$ cat src/rtl/layer_mac_scheduler_if.sv
// Handshake and weight-ROM signals of the layer MAC scheduler.
// master = scheduler side, slave = surrounding layer logic and weight ROM.
interface layer_mac_scheduler_if #(
    parameter int NUM_IN    = 5,
    parameter int NUM_NODES = 8,
    parameter int AW        = 6
);
    localparam int IW = (NUM_NODES > 1) ? $clog2(NUM_NODES) : 1;

    logic                  in_valid;
    logic                  in_ready;
    logic [32*NUM_IN-1:0]  in_data;
    logic [AW-1:0]         w_addr;
    logic [31:0]           w_data;
    logic                  out_valid;
    logic                  out_ready;
    logic [IW-1:0]         out_idx;
    logic [31:0]           out_data;

    modport master (
        input  in_valid, in_data, w_data, out_ready,
        output in_ready, w_addr, out_valid, out_idx, out_data
    );

    modport slave (
        output in_valid, in_data, w_data, out_ready,
        input  in_ready, w_addr, out_valid, out_idx, out_data
    );
endinterface

$ cat src/rtl/layer_mac_scheduler.sv
// One shared 32-bit MAC evaluates every neuron of a fully connected layer in turn.
// Define LAYER_SCHED_RELU_EN for ReLU activation; otherwise the raw sum is emitted.
module layer_mac_scheduler #(
    parameter int NUM_IN    = 5,
    parameter int NUM_NODES = 8,
    parameter int AW        = 6
) (
    input  logic                  clk,
    input  logic                  reset,
    layer_mac_scheduler_if.master bus,
    output logic                  busy,
    output logic                  layer_done
);
    // state | meaning
    // IDLE  | waiting for an input vector
    // RUN   | issuing weight addresses and accumulating returned data
    // OUT   | holding the activated node result until accepted
    typedef enum logic [1:0] {IDLE, RUN, OUT} state_t;

    localparam int IW = (NUM_NODES > 1) ? $clog2(NUM_NODES) : 1;
    localparam int KW = $clog2(NUM_IN + 2);
    localparam logic [KW-1:0] K_ADDR_LAST = KW'(NUM_IN);
    localparam logic [KW-1:0] K_BIAS      = KW'(NUM_IN + 1);
    localparam logic [IW-1:0] LAST_NODE   = IW'(NUM_NODES - 1);

    state_t               state, state_nxt;
    logic [32*NUM_IN-1:0] vec;
    logic [31:0]          acc, a_sel, prod, act;
    logic [IW-1:0]        node;
    logic [KW-1:0]        k_cnt;
    logic                 started, accept, out_fire, last_node;

    assign accept    = bus.in_valid && bus.in_ready;
    assign out_fire  = bus.out_valid && bus.out_ready;
    assign last_node = (node == LAST_NODE);

    // k_cnt runs one ahead of the element whose weight is on w_data
    always_comb begin
        a_sel = 32'd0;
        for (int i = 0; i < NUM_IN; i++) begin
            if (k_cnt == KW'(i + 1)) a_sel = vec[32*i +: 32];
        end
        prod = a_sel * bus.w_data;
    end

`ifdef LAYER_SCHED_RELU_EN
    assign act = acc[31] ? 32'd0 : acc;
`else
    assign act = acc;
`endif

    always_ff @(posedge clk or negedge reset) begin
        if (!reset) state <= IDLE;
        else        state <= state_nxt;
    end

    always_comb begin
        state_nxt = state;
        case (state)
            IDLE: if (accept) state_nxt = RUN;
            RUN:  if (k_cnt == K_BIAS) state_nxt = OUT;
            OUT:  if (out_fire) state_nxt = last_node ? IDLE : RUN;
            default: state_nxt = IDLE;
        endcase
    end

    always_comb begin
        bus.in_ready  = 1'b0;
        busy          = 1'b0;
        bus.out_valid = 1'b0;
        bus.out_idx   = '0;
        bus.out_data  = 32'd0;
        case (state)
            IDLE: bus.in_ready = started;
            RUN:  busy = 1'b1;
            OUT: begin
                busy          = 1'b1;
                bus.out_valid = 1'b1;
                bus.out_idx   = node;
                bus.out_data  = act;
            end
            default: ;
        endcase
    end

    always_ff @(posedge clk or negedge reset) begin
        if (!reset) begin
            vec        <= '0;
            acc        <= 32'd0;
            node       <= '0;
            k_cnt      <= '0;
            bus.w_addr <= '0;
            started    <= 1'b0;
            layer_done <= 1'b0;
        end else begin
            started    <= 1'b1;
            layer_done <= 1'b0;
            case (state)
                IDLE: if (accept) begin
                    vec        <= bus.in_data;
                    node       <= '0;
                    k_cnt      <= '0;
                    acc        <= 32'd0;
                    bus.w_addr <= '0;
                end
                RUN: begin
                    k_cnt <= k_cnt + KW'(1);
                    if (k_cnt < K_ADDR_LAST) bus.w_addr <= bus.w_addr + AW'(1);
                    if (k_cnt != '0) acc <= acc + ((k_cnt == K_BIAS) ? bus.w_data : prod);
                end
                OUT: if (out_fire) begin
                    if (last_node) begin
                        layer_done <= 1'b1;
                    end else begin
                        // w_addr sits on the bias of this node, so +1 is the next node base
                        node       <= node + IW'(1);
                        acc        <= 32'd0;
                        k_cnt      <= '0;
                        bus.w_addr <= bus.w_addr + AW'(1);
                    end
                end
                default: ;
            endcase
        end
    end
endmodule

$ cat src/flat_wrapper.sv
// flat-port wrapper written by rule: the top's interface ports become plain ports
module layer_mac_scheduler_flat 
#(
    parameter int NUM_IN    = 5,
    parameter int NUM_NODES = 8,
    parameter int AW        = 6
)
  (clk, reset, busy, layer_done, bus_in_valid, bus_in_data, bus_w_data, bus_out_ready, bus_in_ready, bus_w_addr, bus_out_valid, bus_out_idx, bus_out_data);
  layer_mac_scheduler_if #(.NUM_IN(NUM_IN), .NUM_NODES(NUM_NODES), .AW(AW)) bus_i ();
  input  logic clk;
  input  logic reset;
  output logic busy;
  output logic layer_done;
  input wire logic [$bits(bus_i.in_valid)-1:0] bus_in_valid;
  input wire logic [$bits(bus_i.in_data)-1:0] bus_in_data;
  input wire logic [$bits(bus_i.w_data)-1:0] bus_w_data;
  input wire logic [$bits(bus_i.out_ready)-1:0] bus_out_ready;
  output wire logic [$bits(bus_i.in_ready)-1:0] bus_in_ready;
  output wire logic [$bits(bus_i.w_addr)-1:0] bus_w_addr;
  output wire logic [$bits(bus_i.out_valid)-1:0] bus_out_valid;
  output wire logic [$bits(bus_i.out_idx)-1:0] bus_out_idx;
  output wire logic [$bits(bus_i.out_data)-1:0] bus_out_data;
  assign bus_i.in_valid = bus_in_valid;
  assign bus_i.in_data = bus_in_data;
  assign bus_i.w_data = bus_w_data;
  assign bus_i.out_ready = bus_out_ready;
  assign bus_in_ready = bus_i.in_ready;
  assign bus_w_addr = bus_i.w_addr;
  assign bus_out_valid = bus_i.out_valid;
  assign bus_out_idx = bus_i.out_idx;
  assign bus_out_data = bus_i.out_data;
  layer_mac_scheduler #(.NUM_IN(NUM_IN), .NUM_NODES(NUM_NODES), .AW(AW)) u_core (.clk(clk), .reset(reset), .bus(bus_i), .busy(busy), .layer_done(layer_done));
endmodule
$ cat config.mk
export PLATFORM = sky130hd
export DESIGN_NAME = layer_mac_scheduler_flat
export DESIGN_NICKNAME = d
export VERILOG_FILES = /design/src/rtl/layer_mac_scheduler_if.sv /design/src/rtl/layer_mac_scheduler.sv /design/src/flat_wrapper.sv
export SDC_FILE = /design/constraint.sdc
export NUM_CORES = 2
export LEC_CHECK = 0
export BUFFER_PORTS_ARGS = -buffer_cell sky130_fd_sc_hd__buf_2
export CORE_MARGIN = 3
export CORE_UTILIZATION = 54
export DETAILED_ROUTE_END_ITERATION = 16
export PLACE_DENSITY = 0.73
export SLEW_MARGIN = 20
export SYNTH_ARGS = -nofsm -noshare
export SYNTH_HDL_FRONTEND = slang
export SYNTH_SLANG_ARGS = --single-unit
export TNS_END_PERCENT = 100
$ cat constraint.sdc
create_clock -name clk -period 14.45 [get_ports clk]
set_input_delay 2.1675 -clock clk [delete_from_list [all_inputs] [get_ports clk]]
set_output_delay 2.1675 -clock clk [all_outputs]
set_load 0.02 [all_outputs]
==> results.txt <==
top post-synthesis cells by area: fa_1 (30%), dfrtp_1 (19%), ha_1 (7.7%), and2_1 (7.2%), mux2_2 (6.6%)
min cycle time layout: 11640 ps
library cells used by synthesis: 65
pin count of the biggest net entering global routing: 90
worst rel slew slack: 24.3%
TritonCTS clock tree: built
min-delay worst type: reg -> reg
CP startpoint kind: flop
Die X-Extent: 230 um
Die Height: 230 um
Worst Clk Skew: 53.2 ps
top-area cell type share of the netlist area: 30.2%
Post-Synthesis Cells: 2837
worst-path maximum fanout: 36
GRT Util Overall: 29.3%
Post-synth top flop: dfrtp_1
Filler cells: 4261
Core Box Area: 49300 um2
Setup Crit Path Kind: reg -> reg
Max H-tree Level: 1
drt wl/cell: 21.0 um
unrepaired setup endpoints after global routing: false
outcome: finished, final reports clean
final layout net count: 3753
Synth Net Count: 3608
Mapped Avg Cell Area: 9.57 um2
Buf/Inv on CP: 10
final std cells w/o fill: 3665
Post-Syn Area: 27100 um2
R2R cell count: 43
sequential element share of the synthesized area: 19.2%
Hold Path Depth: 1
grt ovf: 0
most used cell, CP: fa_1
CTS Hold Bufs: 0
maxcap violations: 0
Num CTS Buffers: 22
Clock Tree Buf Depth: 3
Clk pin slew, worst setup/hold paths: 60 ps
top cell types by occurrence after synthesis: inv_1 (421), fa_1 (409), nand2_1 (395)
Fmax: 0.0859 GHz
vias in the first global route: 22600
IO buf count: 240
Root Buffer: clkbuf_16
stages on the worst setup path: 43
Clk Latency, worst-skew pair: 560 ps
max incr delay on CP: 530 ps
Worst Max-Slew Pin Slew: 1140 ps
Sum Neg Setup Slack: 0 ps
worst hold slack: 502 ps
Post-Place Cells: 3622
Vias: 21000
fin. max-slew vios: 0
share of synthesized registers carrying an async set or reset: 100%
most frequent cell after synthesis: inv_1
count of flip-flops with a built-in enable after synthesis: 0
#FFs+latches synth: 208
synth warn: 0
residual DRC count: 0
row count: 81
endpoint class of the critical path: flop
critical path's top delay family: adder cells
GPL Wtd Cong: 0.962
Layout area overhead: 9.31%
Synth area leader: fa_1
clock sink count: 208
Final Hold Viols: 0
WL final: 76900 um
total die area: 53000 um2
post_cts resized: 0
CP Data Arrival Time: 12100 ps
vias per inst: 5.74
slowest CP cell: fa_1
Final Setup Violations: 0
share of post-route cells with drive strength above 1: 16.5%
post-CTS setup buffers: 0
initial antenna violation count: 14
DRT Pass-1 Iters: 5
first-pass GRT wire length: 123000 um
starting density of the core: 55.1%
period utilisation layout: 80.6%
Final ANT Viol Nets: 0
I/O pins: 241
Starting DRT DRC Count: 1494
DP HPWL: 58400 um
final core occ: 60.2%
Critical Path RT: 14910 ps
[layout by cell type, fill, tap and decap left out, drive strengths merged, types with 10 or more instances in the layout]
cell type,count
or3b,19
dfrtp,208
nor2,46
xnor3,10
o21a,10
a221oi,10
and3,12
nor3,12
ha,166
a21oi,71
nand3,14
o21ai,103
xnor2,64
a32oi,22
a21o,50
nand3b,31
and2,314
xor2,26
buf,273
nand2,395
fa,409
clkbuf,32
nor2b,11
inv,426
mux2,160
[worst paths after layout]
check                                 from         endpoint  slack [ps]
min in group asynchronous            reset    u_core.vec[7]        1610
max in group asynchronous            reset   u_core.acc[17]       10620
hold reg to reg            u_core.vec[116]  u_core.vec[116]         500
setup reg to reg           u_core.k_cnt[2]   u_core.acc[31]        2810
setup / recovery           u_core.k_cnt[2]   u_core.acc[31]        2810
hold / removal             u_core.vec[116]  u_core.vec[116]         500
[metrics by stage]
stage	cell area (um2)	worst slack, ps
2_1_floorplan	27100	3850
3_3_place_gp	28900	3240
3_5_place_dp	28900	3040
4_1_cts	29600	3000
5_1_grt	29700	2340
6_report	29700	2810
[state kept, by name, indices dropped and copies added (netlist names)]
signal	count
u_core.vec	160
u_core.acc	32
u_core.bus.w_addr	6
u_core.k_cnt	3
u_core.node	3
u_core.state	2
u_core.layer_done	1
u_core.started	1
[per-layer routing]
layer	part of all wire, %	track usage (%)	vias up
met5	0.14	1.38	-
met4	3.9	10.5	20
met3	8.8	6.02	202
met2	46	47.1	912
met1	41	39.7	10700
li1	-	-	9224
[layout make-up]
type	count	area [um2]	area share, %
inverter	424	1590	5.37
antenna	4	10.0	0.0337
clock buffer	31	626	2.11
timing repair buffer	274	1460	4.93
sequential	208	5200	17.5
clock inverter	8	103	0.346
tap	664	831	2.80
multi-input combinational	2052	19800	66.9
[cell families after synthesis]
family	after synthesis	synth area share, %
AO/OA/AOI/OAI	336	8.01
multiplexers	161	6.68
other	1	0.0138
AND/OR/NAND/NOR	879	16.4
adder cells (fa/ha/maj)	575	37.8
XOR/XNOR	100	3.79
buffers and inverters	577	8.06
flip-flops	208	19.2
Power is not shown: default switching activity piles up to over one toggle a cycle in this logic, so the estimate is an artifact.
